File: config.mk
export PLATFORM = sky130hd
export DESIGN_NAME = ifft_butterfly
export DESIGN_NICKNAME = d
export VERILOG_FILES = /design/src/rtl/fft_pkg.sv /design/src/rtl/sat_round.sv /design/src/rtl/ifft_butterfly.sv
export SDC_FILE = /design/constraint.sdc
export NUM_CORES = 2
export LEC_CHECK = 0
export ABC_AREA = 0
export CORE_MARGIN = 2
export CORE_UTILIZATION = 60
export CTS_CLUSTER_SIZE = 10
export DETAILED_ROUTE_END_ITERATION = 12
export PLACE_DENSITY = 0.76
export SYNTH_ARGS = -nofsm -noshare
export SYNTH_HDL_FRONTEND = slang
export SYNTH_SLANG_ARGS = --single-unit
File: constraint.sdc
create_clock -name clk -period 8.85 [get_ports clk]
set_input_delay 1.77 -clock clk [delete_from_list [all_inputs] [get_ports clk]]
set_output_delay 1.77 -clock clk [all_outputs]
set_load 0.01 [all_outputs]
File: src/rtl/fft_pkg.sv
// Shared constants and types for the FFT/IFFT datapath (s.12 samples).
package fft_pkg;

    localparam int DW      = 13;
    localparam int FRAC    = DW - 1;
    localparam int SAT_MAX = (1 << (DW - 1)) - 1;
    localparam int SAT_MIN = -(1 << (DW - 1));

    // One complex sample as a real/imaginary pair.
    typedef struct packed {
        logic signed [DW-1:0] re;
        logic signed [DW-1:0] im;
    } cplx_t;

endpackage

File: src/rtl/sat_round.sv
// Round-half-up arithmetic right shift followed by saturation to OW bits.
// With SHIFT = 0 this is a plain saturating narrow.
module sat_round #(
    parameter int IW    = 14,
    parameter int OW    = 13,
    parameter int SHIFT = 0
) (
    input  logic signed [IW-1:0] din,
    output logic signed [OW-1:0] dout,
    output logic                 sat
);

    // Limits expressed in the widened (IW+1) domain so comparisons are exact.
    localparam logic signed [IW:0] MAXV = (IW+1)'((64'sd1 <<< (OW - 1)) - 64'sd1);
    localparam logic signed [IW:0] MINV = ~MAXV;

    logic signed [IW:0] ext;
    logic signed [IW:0] biased;
    logic signed [IW:0] shifted;

    // One extra bit so adding the rounding constant can never wrap.
    assign ext = {din[IW-1], din};

    generate
        if (SHIFT > 0) begin : g_round
            localparam logic signed [IW:0] HALF = (IW+1)'(64'sd1 <<< (SHIFT - 1));
            assign biased = ext + HALF;
        end else begin : g_noround
            assign biased = ext;
        end
    endgenerate

    // Arithmetic shift floors, so the added half gives round-half-up.
    assign shifted = biased >>> SHIFT;

    // Clamp to the output range and report whether clamping happened.
    always_comb begin
        sat  = 1'b0;
        dout = shifted[OW-1:0];
        if (shifted > MAXV) begin
            sat  = 1'b1;
            dout = MAXV[OW-1:0];
        end else if (shifted < MINV) begin
            sat  = 1'b1;
            dout = MINV[OW-1:0];
        end
    end

endmodule

File: src/rtl/ifft_butterfly.sv
// Pipelined radix-2 inverse butterfly: x1 = y1+y2, x2 = (y1-y2)*conj(w).
// Three valid/ready stages: sum/difference, complex product, round+saturate.
//
// Handshake: a transfer happens on a rising edge where valid and ready are
// both high. Every stage loads when empty or when its contents move on in
// the same cycle, so bubbles collapse and a full pipe advances as a whole
// when the output is drained. in_ready depends only on stage valids and
// out_ready, never on in_valid.
module ifft_butterfly #(
    parameter int DW   = fft_pkg::DW,
    parameter int FRAC = DW - 1
) (
    input  logic                 clk,
    input  logic                 rst,
    input  logic                 in_valid,
    output logic                 in_ready,
    input  logic signed [DW-1:0] w_re,
    input  logic signed [DW-1:0] w_im,
    input  logic signed [DW-1:0] y1_re,
    input  logic signed [DW-1:0] y1_im,
    input  logic signed [DW-1:0] y2_re,
    input  logic signed [DW-1:0] y2_im,
    output logic                 out_valid,
    input  logic                 out_ready,
    output logic signed [DW-1:0] x1_re,
    output logic signed [DW-1:0] x1_im,
    output logic signed [DW-1:0] x2_re,
    output logic signed [DW-1:0] x2_im,
    output logic                 sat_flag,
    input  logic                 sat_clr
);

    localparam int SW = DW + 1;       // exact sum/difference width
    localparam int PW = 2 * DW + 1;   // exact product-sum width

    logic v1, v2, v3;
    logic ld1, ld2, ld3;

    logic signed [SW-1:0] s1_re, s1_im, d1_re, d1_im;
    logic signed [DW-1:0] w1_re, w1_im;
    logic signed [SW-1:0] s2_re, s2_im;
    logic signed [PW-1:0] p2_re, p2_im;
    logic signed [PW-1:0] p_re_c, p_im_c;
    logic signed [DW-1:0] r1_re, r1_im, r2_re, r2_im;
    logic                 q1_re, q1_im, q2_re, q2_im;
    logic                 sat3;

    assign ld3       = !v3 || out_ready;
    assign ld2       = !v2 || ld3;
    assign ld1       = !v1 || ld2;
    assign in_ready  = ld1;
    assign out_valid = v3;

    // Multiplying by conj(w): (d_re + j d_im)(w_re - j w_im).
    assign p_re_c = PW'(d1_re) * PW'(w1_re) + PW'(d1_im) * PW'(w1_im);
    assign p_im_c = PW'(d1_im) * PW'(w1_re) - PW'(d1_re) * PW'(w1_im);

    sat_round #(.IW(SW), .OW(DW), .SHIFT(0))    u_x1_re (.din(s2_re), .dout(r1_re), .sat(q1_re));
    sat_round #(.IW(SW), .OW(DW), .SHIFT(0))    u_x1_im (.din(s2_im), .dout(r1_im), .sat(q1_im));
    sat_round #(.IW(PW), .OW(DW), .SHIFT(FRAC)) u_x2_re (.din(p2_re), .dout(r2_re), .sat(q2_re));
    sat_round #(.IW(PW), .OW(DW), .SHIFT(FRAC)) u_x2_im (.din(p2_im), .dout(r2_im), .sat(q2_im));

    // Stage 1: exact sum and difference, twiddle captured alongside.
    always_ff @(posedge clk or posedge rst) begin
        if (rst) begin
            v1    <= 1'b0;
            s1_re <= '0;
            s1_im <= '0;
            d1_re <= '0;
            d1_im <= '0;
            w1_re <= '0;
            w1_im <= '0;
        end else if (ld1) begin
            v1 <= in_valid;
            if (in_valid) begin
                s1_re <= SW'(y1_re) + SW'(y2_re);
                s1_im <= SW'(y1_im) + SW'(y2_im);
                d1_re <= SW'(y1_re) - SW'(y2_re);
                d1_im <= SW'(y1_im) - SW'(y2_im);
                w1_re <= w_re;
                w1_im <= w_im;
            end
        end
    end

    // Stage 2: full-precision product with conj(w); sum passes through.
    always_ff @(posedge clk or posedge rst) begin
        if (rst) begin
            v2    <= 1'b0;
            s2_re <= '0;
            s2_im <= '0;
            p2_re <= '0;
            p2_im <= '0;
        end else if (ld2) begin
            v2 <= v1;
            if (v1) begin
                s2_re <= s1_re;
                s2_im <= s1_im;
                p2_re <= p_re_c;
                p2_im <= p_im_c;
            end
        end
    end

    // Stage 3: output register holding rounded, saturated results.
    always_ff @(posedge clk or posedge rst) begin
        if (rst) begin
            v3    <= 1'b0;
            x1_re <= '0;
            x1_im <= '0;
            x2_re <= '0;
            x2_im <= '0;
            sat3  <= 1'b0;
        end else if (ld3) begin
            v3 <= v2;
            if (v2) begin
                x1_re <= r1_re;
                x1_im <= r1_im;
                x2_re <= r2_re;
                x2_im <= r2_im;
                sat3  <= q1_re | q1_im | q2_re | q2_im;
            end
        end
    end

    // Sticky saturation flag; a saturating output transfer beats a clear.
    always_ff @(posedge clk or posedge rst) begin
        if (rst) begin
            sat_flag <= 1'b0;
        end else if (v3 && out_ready && sat3) begin
            sat_flag <= 1'b1;
        end else if (sat_clr) begin
            sat_flag <= 1'b0;
        end
    end

endmodule

======== Word level (Yosys, flattened, before mapping) ========
Index checks and enable logic that the tools add are counted.
word-level totals
  register bits ........................... 221
operators by class
  $add $sub $neg .......................... 8
  multiply operators ...................... 4
  $lt $le $gt $ge ......................... 8
  muxes and demuxes ....................... 18
  bitwise gates (word level) .............. 3
  reductions and logical operators ........ 12
operator list
  kind                                                             count
  multiplier 14 x 13 -> 27 bit                                     4
  2-to-1 mux 13 bit                                                8
  adder 27 x 13 -> 28 bit, second input constant                   2
  greater-than comparator 16 x 13 -> 1 bit, second input constant  2
  < comparator 16 x 13 -> 1 bit, second input constant             2
  adder 13 x 13 -> 14 bit                                          2
  greater-than comparator 14 x 13 -> 1 bit, second input constant  2
  < comparator 14 x 13 -> 1 bit, second input constant             2
  subtractor 13 x 13 -> 14 bit                                     2
  adder 27 bit                                                     1
  subtractor 27 bit                                                1
  2-to-1 mux 1 bit                                                 10
  AND reduction 2 bit                                              3
  logical NOT 1 bit                                                3
  logical OR 1 bit                                                 3
  bitwise OR 1 bit                                                 3
  logical AND 1 bit                                                2
  nonzero test 2 bit                                               1

======== Longest topological paths before layout ========
  word-level depth ........................ 6
  gate-level depth with buffers ........... 26
  depth with buffers taken out ............ 24

======== Cells and area by module ========
Synthesis repeated with hierarchy kept, for this count alone.
second synthesis, totals
  cell total of the unflattened synthesis .. 4,296
  area total of the unflattened synthesis .. 40,153.5 µm²
modules (own cells, without submodules)
  module                   times used  cells an instance  area an instance (µm²)  sequential area each (µm²)
  ifft_butterfly           1           4,114              38,699.6                5,480.3
  sat_round (u_x2_im ...)  2           74                 559.3                   0.0
  sat_round (u_x1_im ...)  2           17                 167.7                   0.0

======== Worst setup path before layout ========
Ideal clock, no wire load.
  kind .................................... reg-to-reg
  start point ............................. reg w1_im[0]
  end point ............................... reg p2_im[25]
  setup time .............................. 69 ps
  arrival time ............................ 6,799 ps
  required time ........................... 8,781 ps
  slack ................................... 1,982 ps
  stages on the path, launching flop included .. 22
  buffers on the path ..................... 2
  cell sequence ........................... dfrtp_1 clkbuf_1 clkbuf_1 nand2_1 inv_1 fa_1 fa_1 inv_1 fa_1 fa_1 fa_1 fa_1 inv_1 fa_1 inv_1 ha_1 nand3_1 nor3_1 a2111oi_4 o31a_2 or4_1 nand3b_1
on the way
  longest elaborated chain between the ends .. 2
RTL lines
  element                       RTL line               text
  start, declared               ifft_butterfly.sv:40   logic signed [DW-1:0] w1_re, w1_im;
  start signal, assigned        ifft_butterfly.sv:81   w1_im <= w_im;
  multiplier 14 x 13 -> 27 bit  ifft_butterfly.sv:56   assign p_im_c = PW'(d1_im) * PW'(w1_re) - PW'(d1_re) * PW'(w1_im);
  subtractor 27 bit             ifft_butterfly.sv:56
  end signal, assigned          ifft_butterfly.sv:100  p2_im <= p_im_c;
  end, declared                 ifft_butterfly.sv:42   logic signed [PW-1:0] p2_re, p2_im;
Every way passes these cells.
A chain may end at the register's enable or synchronous reset.

======== Final worst setup path ========
  start point ............................. reg d1_re[13]
  end point ............................... reg p2_im[25]
on the way
  longest elaborated chain between the ends .. 2
RTL lines
  element                       RTL line              text
  start, declared               ifft_butterfly.sv:39  logic signed [SW-1:0] s1_re, s1_im, d1_re, d1_im;
  start signal, assigned        ifft_butterfly.sv:78  d1_re <= SW'(y1_re) - SW'(y2_re);
  multiplier 14 x 13 -> 27 bit  ifft_butterfly.sv:56
  subtractor 27 bit             ifft_butterfly.sv:56
Every way passes these cells.

==> results.sh <==
export IMPL_postCtsSetupBuffers=0
export IMPL_final_common_cell="inv_1"
export IMPL_whs_path_depth=2
export IMPL_reg2reg_to="p2_im[25]"
export IMPL_first_pass_iters=6
export IMPL_ys_seq_elements=197
export IMPL_multiInputGateArea_sq_mm=0.02876
export IMPL_design_die_area_sq_mm=0.06567
export IMPL_drc=0
export IMPL_rsz0062_at_grt="false"
export IMPL_ys_seq_area_share_pct=12.91
export IMPL_timing_fmax_ghz=0.1252
export IMPL_status="completed"
export IMPL_finalSetupViolCount=0
export IMPL_period_share_pct=90.28
export IMPL_io_pins=138
export IMPL_met3_length_mm=7.607
export IMPL_die_w_um=256.3
export IMPL_ff_latch_area_sq_mm=0.004930
export IMPL_synth_cell_types=70
export IMPL_antenna_cells=0
export IMPL_grt_max_degree=123
export IMPL_final_nets=5324
export IMPL_synth_fp_nets=5299
export IMPL_crit_type="reg2reg"
export IMPL_postCtsHoldBufs=0
export IMPL_grt_pass1_vias=29660
export IMPL_fillers=5106
export IMPL_num_rows=92
export IMPL_grt_remaining_overflow=0
export IMPL_tightest_slew_ns=1.253
export IMPL_wl_mm=99.43
export IMPL_antenna_left=0
export IMPL_hpwlAfterDp_mm=80.00
export IMPL_core_sq_mm=0.06297
export IMPL_cts_root_buf="clkbuf_16"
export IMPL_critPathArrivalTime_ns=8.39
export IMPL_wl_met2_mm=48.23
export IMPL_yosys_warnings=0
export IMPL_gp_congestion=0.9559
export IMPL_slew_headroom_pct=16.44
export IMPL_reg2reg_depth=20
export IMPL_hold_path_class="reg2reg"
export IMPL_top_layer_used="met5"
export IMPL_numCtsBuffers=17
export IMPL_synth_edf_count=0
export IMPL_whs_endpoint="w1_im[11]"
export IMPL_htree_levels=4
export IMPL_cts_tree="done"
export IMPL_clk_path_buf_depth=2
export IMPL_syn_area_per_cell_sq_um=9.240
export IMPL_die_h_um=256.3
export IMPL_vias_per_cell=5.518
export IMPL_worstSetupStartpointType="register"
export IMPL_synthArstFlopShare_pct=100.0
export IMPL_r2r_start="d1_re[13]"
export IMPL_grt_first_pass_wirelength_mm=161.7
export IMPL_syn_inst=4132
export IMPL_r2r_setup_slack_ns=0.86
export IMPL_synthFlopType="dfrtp_1"
export IMPL_met1_length_mm=37.63
export IMPL_syn2layout_area_growth_pct=7.479
export IMPL_drive_above_1_share_pct=4.293
export IMPL_hold_start="w1_im[11]"
export IMPL_track_usage_pct=32.00
export IMPL_start_util_pct=60.64
export IMPL_wire_per_inst_um=19.82
export IMPL_clkLatencyLatePin_ns=0.48
export IMPL_tns_ns=0
export IMPL_synth_area_sq_mm=0.03818
export IMPL_required_ns=9.25
export IMPL_clk_pin_slew_ns=0.10
export IMPL_end_kind="register"
export IMPL_ctsResizeCount=0
export IMPL_min_period_ns=7.990
export IMPL_hold_violations=0
export IMPL_skew_ns=0.02015
export IMPL_antenna_found_initial=2
export IMPL_cp_max_fo=26
export IMPL_drv_slew=0
export IMPL_max_cap_viol_count=0
export IMPL_first_iter_violations=1967
export IMPL_route_vias_total=27680
export IMPL_cts_sink_count=197
export IMPL_final_cell_mix="995 x inv_1, 800 x fa_1, 586 x nand2_1, 307 x and2_1, 284 x ha_1"
export IMPL_portBuffers=137
[area by class of cell]
| cell class | count | area share [%] |
|---|---|---|
| Sequential cell | 197 | 12.01 |
| Timing Repair Buffer | 205 | 4.586 |
| Tap cell | 846 | 2.580 |
| Inverter | 996 | 9.129 |
| Clock buffer | 17 | 1.037 |
| Clock inverter | 15 | 0.5793 |
| Multi-Input combinational cell | 2740 | 70.08 |
[routing by layer]
layer,GRT usage (%),vias to the layer above
li1,-,12207
met1,40.99,14117
met2,53.01,1069
met3,5.259,285
met4,16.03,2
met5,0,-
[synthesized netlist by cell type (3+ instances only)]
cell type	n	area, sq um
nor3_1	28	140.1
o21a_1	8	60.06
nor3b_1	6	45.04
o211ai_1	10	75.07
or4_1	3	22.52
and2_1	308	1927
buf_2	4	20.02
a2111oi_0	4	35.03
ha_1	284	3553
a211oi_1	7	52.55
nand3_1	29	145.1
o31ai_1	19	142.6
fa_1	800	16020
inv_1	996	3739
o21bai_1	9	67.56
a21oi_1	60	300.3
nand2_1	588	2207
a311oi_1	3	26.28
nor2_1	88	330.3
a31oi_1	3	18.77
a21o_1	6	45.04
nor4_1	5	31.28
o21ai_0	169	845.8
xnor2_1	91	797.0
dfrtp_1	197	4930
or3_1	13	81.33
nor2b_1	19	118.9
nand3b_1	4	30.03
and3_1	3	18.77
nand2b_1	28	175.2
mux2_2	55	619.3
clkbuf_1	189	709.4
nand4_1	16	100.1
buf_1	4	15.01
xor2_1	32	280.3
[worst max-delay path, stage by stage, from the launching register on]
cell,delay (ns)
dfrtp_1,0.98
nand2_1,0.66
inv_1,0.41
fa_1,0.50
fa_1,0.56
inv_1,0.06
fa_1,0.48
fa_1,0.57
fa_1,0.44
fa_1,0.53
inv_1,0.06
fa_1,0.47
inv_1,0.08
ha_1,0.34
and2_1,0.17
o21ai_0,0.15
nand2_1,0.12
a2111oi_4,0.45
o31ai_1,0.20
a2111oi_0,0.51
nand3b_1,0.17
[how the worst max path moves through the flow]
stage | end | cells after the start | start
global placement | p2_im[25] | 21 | d1_re[13]
detailed placement | p2_im[25] | 20 | d1_re[13]
CTS | p2_im[25] | 20 | d1_re[13]
finish | p2_im[25] | 20 | d1_re[13]
global route | p2_im[25] | 21 | d1_re[13]
floorplan | d1_im[10] | 1 | rst
[cell families (layout without fill, tap and decap cells)]
kind of cell               after synthesis  in the layout  synth area share, %
buffers and inverters                 1195           1233                11.81
and+or+nand+nor                       1149           1149                14.39
adders and majority gates             1086           1086                51.31
AOI/OAI and AO/OA                      325            325                5.083
DFF                                    197            197                12.91
xor gates and xnor gates               123            123                2.822
muxes                                   57             57                1.675
[through the flow]
stage	utilization (%)	std cells	cell area [sq um]	setup slack (ns)	hold slack, ns
after floorplan	-	4132	38180	1.711	0.4450
after global placement	64.12	4984	40370	1.253	0.4590
after detailed placement	64.12	4984	40370	1.057	0.4662
after CTS	65.17	5016	41030	0.9342	0.4907
after global routing	65.17	5016	41030	0.5014	0.5117
final	65.17	5016	41030	0.8600	0.4861
[registers in the layout (all words and copies together), names as in the netlist]
| register | flops |
|---|---|
| w1_re | 13 |
| out_valid | 1 |
| s1_re | 13 |
| w1_im | 13 |
| x1_re | 13 |
| d1_im | 13 |
| p2_re | 16 |
| x2_re | 13 |
| x2_im | 13 |
| sat_flag | 1 |
| sat3 | 1 |
| p2_im | 16 |
| s2_im | 14 |
| v2 | 1 |
| x1_im | 13 |
| d1_re | 14 |
| s1_im | 14 |
| v1 | 1 |
| s2_re | 14 |
Power is not shown: default switching activity piles up to over one toggle a cycle in this logic, so the estimate is an artifact.
